$ cat src/rtl/rv32i_pipe_pkg.sv
// ============================================================================
// rv32i_pipe_pkg : shared constants, stage record and operand-use decode
//                  for the RV32I 5-stage pipeline control path.
// Revision       : 1.0
// ============================================================================
`default_nettype none

package rv32i_pipe_pkg;

  localparam logic [31:0] NOP_INST  = 32'h0000_0013;

  localparam logic [6:0]  OP_LUI    = 7'b0110111;
  localparam logic [6:0]  OP_AUIPC  = 7'b0010111;
  localparam logic [6:0]  OP_JAL    = 7'b1101111;
  localparam logic [6:0]  OP_JALR   = 7'b1100111;
  localparam logic [6:0]  OP_BRANCH = 7'b1100011;
  localparam logic [6:0]  OP_LOAD   = 7'b0000011;
  localparam logic [6:0]  OP_STORE  = 7'b0100011;
  localparam logic [6:0]  OP_IMM    = 7'b0010011;
  localparam logic [6:0]  OP_REG    = 7'b0110011;

  typedef struct packed {
    logic [31:0] inst;
    logic        rd_wren;
    logic        is_load;
  } stage_ctrl_t;

  function automatic logic rs1_used(input logic [6:0] opcode);
    return !((opcode == OP_LUI) || (opcode == OP_AUIPC) || (opcode == OP_JAL));
  endfunction

  function automatic logic rs2_used(input logic [6:0] opcode);
    return (opcode == OP_REG) || (opcode == OP_STORE) || (opcode == OP_BRANCH);
  endfunction

endpackage

`default_nettype wire

$ cat src/rtl/pipe_stage_reg.sv
// ============================================================================
// pipe_stage_reg : one pipeline stage control record with hold and bubble.
// Revision       : 1.0
// ============================================================================
`default_nettype none

module pipe_stage_reg #(
  parameter logic [31:0] NOP_INST = rv32i_pipe_pkg::NOP_INST
) (
  input  logic                        i_clk,
  input  logic                        i_reset,
  input  logic                        i_hold,
  input  logic                        i_bubble,
  input  rv32i_pipe_pkg::stage_ctrl_t i_d,
  output rv32i_pipe_pkg::stage_ctrl_t o_q
);
  import rv32i_pipe_pkg::*;

  localparam stage_ctrl_t BUBBLE = {NOP_INST, 1'b0, 1'b0};

  stage_ctrl_t stage_d;
  stage_ctrl_t stage_q;

  // Hold wins over bubble so a frozen pipeline never loses its contents.
  always_comb begin
    stage_d = stage_q;
    if (!i_hold) begin
      stage_d = i_bubble ? BUBBLE : i_d;
    end
  end

  always_ff @(posedge i_clk or posedge i_reset) begin
    if (i_reset) begin
      stage_q <= BUBBLE;
    end else begin
      stage_q <= stage_d;
    end
  end

  assign o_q = stage_q;

endmodule

`default_nettype wire

$ cat src/rtl/hazard_pipe_ctrl.sv
// ============================================================================
// hazard_pipe_ctrl : EX/MEM/WB shadow registers, load-use and mispredict
//                    handling. Optional macro HAZARD_PERF_CNT_EN adds
//                    saturating stall/flush event counters.
// Revision         : 1.0
// ============================================================================
`default_nettype none

module hazard_pipe_ctrl #(
  parameter logic [31:0] NOP_INST = rv32i_pipe_pkg::NOP_INST
) (
  input  logic        i_clk,
  input  logic        i_reset,
  input  logic [31:0] i_ID_inst,
  input  logic        i_ID_rd_wren,
  input  logic        i_ID_is_load,
  input  logic        i_EX_mispredict,
  input  logic        i_dmem_stall,
  output logic [31:0] o_EX_inst,
  output logic        o_EX_rd_wren,
  output logic [31:0] o_MEM_inst,
  output logic        o_MEM_rd_wren,
  output logic [31:0] o_WB_inst,
  output logic        o_WB_rd_wren,
  output logic        o_pc_stall,
  output logic        o_IF_ID_stall,
  output logic        o_IF_ID_flush,
  output logic        o_ID_EX_flush
`ifdef HAZARD_PERF_CNT_EN
  ,
  output logic [31:0] o_stall_cnt,
  output logic [31:0] o_flush_cnt
`endif
);
  import rv32i_pipe_pkg::*;

  stage_ctrl_t id_ctrl;
  stage_ctrl_t ex_q;
  stage_ctrl_t mem_q;
  stage_ctrl_t wb_q;

  logic [6:0] id_opcode;
  logic [4:0] id_rs1;
  logic [4:0] id_rs2;
  logic [4:0] ex_rd;
  logic       load_use;
  logic       ex_bubble;
  logic       unused_bits;

  assign id_ctrl   = {i_ID_inst, i_ID_rd_wren, i_ID_is_load};
  assign id_opcode = i_ID_inst[6:0];
  assign id_rs1    = i_ID_inst[19:15];
  assign id_rs2    = i_ID_inst[24:20];
  assign ex_rd     = ex_q.inst[11:7];

  always_comb begin
    load_use = ex_q.is_load & ex_q.rd_wren & (ex_rd != 5'd0) &
               ((rs1_used(id_opcode) & (ex_rd == id_rs1)) |
                (rs2_used(id_opcode) & (ex_rd == id_rs2)));
  end

  // A mispredict squashes the wrong-path ID instruction, so it also covers load-use.
  assign ex_bubble = i_EX_mispredict | load_use;

  pipe_stage_reg #(.NOP_INST(NOP_INST)) u_ex_reg (
    .i_clk    (i_clk),
    .i_reset  (i_reset),
    .i_hold   (i_dmem_stall),
    .i_bubble (ex_bubble),
    .i_d      (id_ctrl),
    .o_q      (ex_q)
  );

  pipe_stage_reg #(.NOP_INST(NOP_INST)) u_mem_reg (
    .i_clk    (i_clk),
    .i_reset  (i_reset),
    .i_hold   (i_dmem_stall),
    .i_bubble (1'b0),
    .i_d      (ex_q),
    .o_q      (mem_q)
  );

  pipe_stage_reg #(.NOP_INST(NOP_INST)) u_wb_reg (
    .i_clk    (i_clk),
    .i_reset  (i_reset),
    .i_hold   (i_dmem_stall),
    .i_bubble (1'b0),
    .i_d      (mem_q),
    .o_q      (wb_q)
  );

  assign o_EX_inst     = ex_q.inst;
  assign o_EX_rd_wren  = ex_q.rd_wren;
  assign o_MEM_inst    = mem_q.inst;
  assign o_MEM_rd_wren = mem_q.rd_wren;
  assign o_WB_inst     = wb_q.inst;
  assign o_WB_rd_wren  = wb_q.rd_wren;

  assign o_pc_stall    = i_dmem_stall | (~i_EX_mispredict & load_use);
  assign o_IF_ID_stall = i_dmem_stall | (~i_EX_mispredict & load_use);
  assign o_IF_ID_flush = ~i_dmem_stall & i_EX_mispredict;
  assign o_ID_EX_flush = ~i_dmem_stall & ex_bubble;

  assign unused_bits = ^{mem_q.is_load, wb_q.is_load, i_ID_inst[31:25], i_ID_inst[14:7]};

`ifdef HAZARD_PERF_CNT_EN
  logic [31:0] stall_cnt_d;
  logic [31:0] stall_cnt_q;
  logic [31:0] flush_cnt_d;
  logic [31:0] flush_cnt_q;

  always_comb begin
    stall_cnt_d = stall_cnt_q;
    flush_cnt_d = flush_cnt_q;
    if (!i_dmem_stall) begin
      if (!i_EX_mispredict && load_use && (stall_cnt_q != 32'hFFFF_FFFF)) begin
        stall_cnt_d = stall_cnt_q + 32'd1;
      end
      if (i_EX_mispredict && (flush_cnt_q != 32'hFFFF_FFFF)) begin
        flush_cnt_d = flush_cnt_q + 32'd1;
      end
    end
  end

  always_ff @(posedge i_clk or posedge i_reset) begin
    if (i_reset) begin
      stall_cnt_q <= 32'd0;
      flush_cnt_q <= 32'd0;
    end else begin
      stall_cnt_q <= stall_cnt_d;
      flush_cnt_q <= flush_cnt_d;
    end
  end

  assign o_stall_cnt = stall_cnt_q;
  assign o_flush_cnt = flush_cnt_q;
`endif

endmodule

`default_nettype wire

$ cat config.mk
export PLATFORM = sky130hd
export DESIGN_NAME = hazard_pipe_ctrl
export DESIGN_NICKNAME = d
export VERILOG_FILES = /design/src/rtl/rv32i_pipe_pkg.sv /design/src/rtl/pipe_stage_reg.sv /design/src/rtl/hazard_pipe_ctrl.sv
export SDC_FILE = /design/constraint.sdc
export NUM_CORES = 1
export LEC_CHECK = 0
export ABC_AREA = 0
export BUFFER_PORTS_ARGS = -buffer_cell sky130_fd_sc_hd__buf_2
export CAP_MARGIN = 20
export CORE_UTILIZATION = 45
export DETAILED_ROUTE_END_ITERATION = 7
export HOLD_SLACK_MARGIN = 0.12
export PLACE_DENSITY = 0.75
export SLEW_MARGIN = 10
export SYNTH_ARGS = -nofsm -noshare
export SYNTH_HDL_FRONTEND = slang
export SYNTH_SLANG_ARGS = --single-unit
$ cat constraint.sdc
create_clock -name i_clk -period 3.6 [get_ports i_clk]
set_input_delay 1.08 -clock i_clk [delete_from_list [all_inputs] [get_ports i_clk]]
set_output_delay 1.08 -clock i_clk [all_outputs]
set_load 0.03 [all_outputs]
==> After elaboration in Yosys (flattened, before gate mapping) <==
Index checks and enable logic that the tools add are counted.
{ "totals": {"output_inout_bits": 103, "register_bits": 100, "in_bits": 38, "wordCells": 35} }
{ "op_classes": {"reduce_logical": 6, "n_bitwise": 13, "n_eq_ne": 8, "n_mux": 1} }
{ "ops": {"columns": ["cell", "n"], "rows": [
  ["$mux W34", 1],
  ["$eq A7 B6 Y1 const B", 3],
  ["$eq A7 B7 Y1 const B", 2],
  ["$eq A5 B5 Y1", 2],
  ["$and A1 B1 Y1", 8],
  ["$eq A7 B5 Y1 const B", 1],
  ["$reduce_bool A5 Y1", 1],
  ["$logic_or A1 B1 Y1", 4],
  ["$or A1 B1 Y1", 3],
  ["$not A1 Y1", 2],
  ["$logic_not A1 Y1", 1]
]} }

==> Longest topological paths before layout <==
{ "depth": {"word_depth": 9, "depth_mapped": 7, "depth_no_buf": 5} }

==> Cells and area by module <==
A second synthesis with hierarchy kept.
{ "hier_totals": {"cells_unflattened": 288, "hier_area_um2": 3977.6} }
{ "by_module_without_submodules": {"columns": ["module", "area_each_um2", "n_inst", "cells_each", "seq_area_each_um2"], "rows": [
  ["pipe_stage_reg", 1244.9, 3, 85, 854.6],
  ["hazard_pipe_ctrl", 242.7, 1, 33, 0.0]
]} }

==> Worst setup path before layout <==
OpenSTA, ideal clock, no wires.
{ "synth_path": {"kind": "input to output", "start": "input i_ID_inst[3]", "end": "output o_pc_stall", "path_slack_ns": -0.557, "arrival_time_ns": 3.077, "n_path_buf": 2, "path_stages": 7, "t_required_ns": 2.520, "cell_sequence": "or3b_2 > nor4_1 > and4b_1 > a41oi_4 > buf_6 > o21bai_1 > buf_4"} }
{ "synth_via": {"elab_chain_len": 9, "elab_cells_between_ends": 17} }
{ "synth_lines": {"columns": ["item", "line", "text"], "rows": [
  ["start: declaration", "hazard_pipe_ctrl.sv:14", "input logic [31:0] i_ID_inst,"],
  ["$eq A7 B6 Y1 or $eq A7 B5 Y1 (tied branches)", "rv32i_pipe_pkg.sv:29", "return !((opcode == OP_LUI) || (opcode == OP_AUIPC) || (opcode == OP_JAL));"],
  ["$logic_or A1 B1 Y1 (2 in a row)", "rv32i_pipe_pkg.sv:29", null],
  ["$logic_not A1 Y1", "rv32i_pipe_pkg.sv:29", null],
  ["$and A1 B1 Y1", "hazard_pipe_ctrl.sv:58", "((rs1_used(id_opcode) & (ex_rd == id_rs1)) |"],
  ["$or A1 B1 Y1 *", "hazard_pipe_ctrl.sv:58", null],
  ["$and A1 B1 Y1 *", "hazard_pipe_ctrl.sv:57", "load_use = ex_q.is_load & ex_q.rd_wren & (ex_rd != 5'd0) &"],
  ["$and A1 B1 Y1 *", null, null],
  ["$or A1 B1 Y1 *", null, null],
  ["end: declaration", "hazard_pipe_ctrl.sv:25", "output logic o_pc_stall,"]
]} }
Mark *: on every way between the ends. The rest lies on a longest branch, timed or not.

==> Final worst setup path <==
{ "layout_path": {"start": "input i_ID_inst[3]", "end": "output o_pc_stall"} }
{ "layout_via": {"elab_chain_len": 9, "elab_cells_between_ends": 17} }
{ "layout_lines": {"columns": ["item", "line", "text"], "rows": [
  ["$eq A7 B6 Y1 or $eq A7 B5 Y1 (tied branches)", "rv32i_pipe_pkg.sv:29", null],
  ["$logic_or A1 B1 Y1 (2 in a row)", "rv32i_pipe_pkg.sv:29", null],
  ["$logic_not A1 Y1", "rv32i_pipe_pkg.sv:29", null],
  ["$and A1 B1 Y1", "hazard_pipe_ctrl.sv:58", null],
  ["$or A1 B1 Y1 *", "hazard_pipe_ctrl.sv:58", null],
  ["$and A1 B1 Y1 *", "hazard_pipe_ctrl.sv:57", null],
  ["$and A1 B1 Y1 *", "hazard_pipe_ctrl.sv:99", "assign o_pc_stall = i_dmem_stall | (~i_EX_mispredict & load_use);"],
  ["$or A1 B1 Y1 *", "hazard_pipe_ctrl.sv:99", null]
]} }
Marks and branches as above.

==> impl.org <==
** GRT
- Summed over all layers, the global routing overflow is 0.
- The via count of the first global-routing pass is 2778.
- Entering global routing, the biggest net connects 60 pins.
- Initial antenna violation count :: 0
- Global-route usage over all layers :: 19.2%
- The first global-routing pass estimated 14.5 mm of wire.

** CTS
- Count of clock tree sinks :: 100
- TritonCTS built the clock tree.
- The clock passes through at most 2 buffers.
- Number of buffers inserted during clock tree synthesis :: 9
- # H-tree levels :: 3
- Clock input transition at the sequential cells of the worst setup and hold paths :: 0.09 ns
- For the worst-skew pair, the clock arrives at the later sink with an insertion delay of 0.36 ns.
- Root Buffer :: clkbuf_8
- Buffers inserted to repair hold after CTS numbered 0.

** Synth
- Portion of netlist area occupied by mux cells :: 17.4%
- Combinational family with the most area after synthesis :: multiplexers
- Counting every net in the synthesized netlist gives 340.
- During synthesis, Yosys emitted a total of 0 warnings.
- Summing every instance area after synthesis gives 0.00427 mm².
- The synthesized netlist contains 28 unique library cells.
- Synthesis produced 302 cells.
- The synthesized netlist devotes 8.71% of its cell area to compound gates.
- The synthesized netlist devotes 2.05% of its cell area to XOR and XNOR gates.
- After Yosys synthesis, and, or, nand and nor cells account for 4.61% of the synthesized area.
- Number of synthesized register bits :: 100
- Of the total synthesized cell area, the portion taken by full adders, half adders and majority gates is 0%.
- After synthesis, flip-flops and latches occupy 58.9% of the total area.
- Per-instance average area after synthesis :: 14.1 µm²

** STA
- The number of hold violations in the final report was 0.
- The worst path in the final design needs a cycle of 3.52 ns, including I/O delays and setup.
- The number of max-slew violations in the final report is 0.
- Across all setup checks in the final design, the least slack found is 0.0840 ns.
- Share of the cycle needed by the critical path after routing :: 97.7%
- Timing would allow up to 284 MHz.
- Number of setup violations in the final report :: 0
- TNS Setup :: 0 ns
- Setup repair after global routing missed its margin :: no
- Worst relative slew slack :: 53.4%
- Clock skew on the completed layout was measured at 0.0136 ns.
- At the pin with the least slew margin, the transition time is 0.697 ns.

** Cells and area
- The post-route netlist has 60.6% of its cells at a drive strength greater than 1.
- After filler insertion, the fill cell instance count of the layout stands at 801.
- The repair_antennas step left the layout with diodes totalling 0.
- Multi-input logic area :: 0.00143 mm²
- After the last flow step, the layout net total stands at 454.
- The area growth from synthesis to layout is 20.1%.
- The sequential cells in the finished layout cover a total of 0.00252 mm².

** Job
- Max-cap violations in this run came to 0.

** Die
- # rows :: 35
- The floorplan step set the die height to 99.4 µm.
- I/O Pins :: 141
- Width of the chip :: 99.4 µm
- The floorplan step defined a die boundary enclosing 0.00987 mm².
- Initial core utilization :: 46.4%
- Std-Cell Core Area :: 0.00920 mm²

** Pwr
- Dividing total power by cell area gives a power density of 518 mW/mm².
- The worst-case IR drop observed on VDD is 0.215 mV.
- Leakage power :: 2.60 nW

** Placed design
- Timing analysis after detailed placement gives a worst setup slack of 0.0186 ns.
- Placer congestion estimate :: 0.855
- Number of input and output port buffers inserted :: 140
- Final HPWL from detailed placement :: 6.55 mm

** Drt
- Total detailed-routing wirelength :: 9.23 mm
- Dividing the detail-routed wire length by the instance count gives 17.4 µm.
- Number of vias per cell after detailed routing :: 5.31
- In this run, the number of DRC markers left after iteration 0 of detailed routing was 64.
- DR vias :: 2826
- The first TritonRoute pass finished after 4 iterations.
- For this run, design rule violations remaining after detail routing come to 0.
- The count of nets left with antenna violations once routing finished came out at 0.

** Setup path
- CP Data Required Time :: 2.52 ns
- STA classifies the critical path startpoint as an input pin.
- Along the worst path, the maximum fanout reaches 4.
- Nature of the critical path endpoint :: output pin
- Worst endpoint data arrival time :: 2.44 ns
- The critical path in this run is classified as in -> out.
- Largest incremental delay on the critical path :: 0.42 ns
- Critical Path Slowest Stage Cell :: or3b_4
- The signal on the critical path passes through buf_2, or3b_4, nor4_4, and4b_1, a41oi_4, o21bai_4, buf_4.

** Run status
- The run finished with clean final reports.

** Hold path
- Worst min-delay path category :: reg -> reg
## flip-flops by register name (all words and copies together), names as in the netlist
register / flops
u_ex_reg.o_q: 34
u_mem_reg.o_q: 33
u_wb_reg.o_q: 33
## logic make-up (layout without fill, tap and decap cells)
family | Yosys count | after routing
multiplexers | 66 | 66
AO/OA/AOI/OAI | 41 | 41
AND/OR/NAND/NOR | 30 | 30
buffers and inverters | 55 | 174
XOR/XNOR | 10 | 10
flip-flops | 100 | 100
## through the flow
stage | hold slack (ns) | cells | instance area, µm² | power (mW) | utilization (%)
2_1_floorplan | 0.464 | 302 | 4290 | 1.84 | -
3_3_place_gp | 0.483 | 510 | 4870 | 1.99 | 52.9
3_5_place_dp | 0.485 | 510 | 4870 | 2.01 | 52.9
4_1_cts | 0.507 | 526 | 5050 | 2.68 | 54.9
5_1_grt | 0.523 | 532 | 5120 | 2.79 | 55.7
6_report | 0.506 | 532 | 5120 | 2.66 | 55.7
## per-layer routing
layer | share of wire (%) | GRT usage [%] | vias to the layer above | routed length [µm]
li1 | - | - | 1289 | -
met1 | 44 | 26.1 | 1422 | 4050
met2 | 49 | 30.6 | 104 | 4520
met3 | 6.1 | 4.71 | 11 | 567
met4 | 1.1 | 6.11 | 0 | 97
met5 | 0 | 0 | - | 0
## final cells by class
type	instances	area share (%)
Timing Repair Buffer	155	16.4
Inverter	3	0.293
Tap cell	111	2.71
Sequential cell	100	49.1
Clock inverter	7	1.12
Multi-Input combinational cell	147	27.9
Clock buffer	9	2.42
## worst max-delay path: cells and delay by family
kind | cells | cell delay [ns]
compound gates | 2 | 0.24
simple gates | 3 | 0.82
buf+inv | 2 | 0.30
## cells in the final DEF, fill, tap and decap left out, types with 3 or more instances in the layout
cell / netlist / routed
nor2b_1: 3 / 3
buf_2: 0 / 136
dfstp_2: 9 / 9
inv_6: 0 / 3
a21oi_1: 5 / 4
dfrtp_2: 0 / 3
nor3_1: 4 / 4
mux2_2: 66 / 66
a22o_1: 14 / 14
nor3b_1: 14 / 14
clkbuf_8: 0 / 9
buf_4: 33 / 17
xor2_1: 8 / 8
a32o_1: 17 / 17
nor2_1: 3 / 3
dfrtp_1: 91 / 88
clkinvlp_4: 0 / 4
## repair_timing
action / in CTS / in global routing
endpoints found under the setup margin: 3 / 3
cloned: 0 / 0
pin swaps: 1 / 4
gates resized for setup: 2 / 10
buffers inserted: 0 / 6
## cell usage after synthesis
master	number	area share, %
and4b_1	1	0.23
a41oi_4	1	0.65
nor3_1	4	0.47
nor3b_1	14	2.5
o21bai_1	1	0.18
dfstp_2	9	5.5
a21oi_1	5	0.59
xor2_1	8	1.6
nand2_1	1	0.088
inv_1	3	0.26
nor2b_1	3	0.44
a32o_1	17	4.0
nor4_1	1	0.15
dfrtp_1	91	53
nor2_1	3	0.26
o21ai_0	1	0.12
or4_1	1	0.18
clkbuf_1	14	1.2
a22o_1	14	2.9
buf_1	2	0.18
o211ai_1	1	0.18
xnor2_1	2	0.41
mux2_2	66	17
buf_4	33	5.8
buf_6	3	0.79
nand3_1	1	0.12
a31oi_1	1	0.15
or3b_2	1	0.21
## final timing paths
check | startpoint | to | slack, ns | cells past startpoint
worst max-delay path | i_ID_inst[3] | o_pc_stall | 0.08 | 7
worst min-delay path | u_ex_reg.o_q[0] | u_ex_reg.o_q[0] | 0.51 | 1
worst max register to register | u_ex_reg.o_q[11] | u_ex_reg.o_q[13] | 1.11 | 6
worst min register to register | u_ex_reg.o_q[0] | u_ex_reg.o_q[0] | 0.51 | 1
max in group asynchronous | i_reset | u_ex_reg.o_q[10] | 2.06 | 3
min in group asynchronous | i_reset | u_mem_reg.o_q[23] | 0.82 | 2
## power breakdown
group | total (mW) | internal [mW] | switching [mW]
Sequential | 1.34 | 1.26 | 0.0814
Clock | 0.664 | 0.260 | 0.404
Combinational | 0.655 | 0.232 | 0.423
Power figures use the tool's default switching activity.
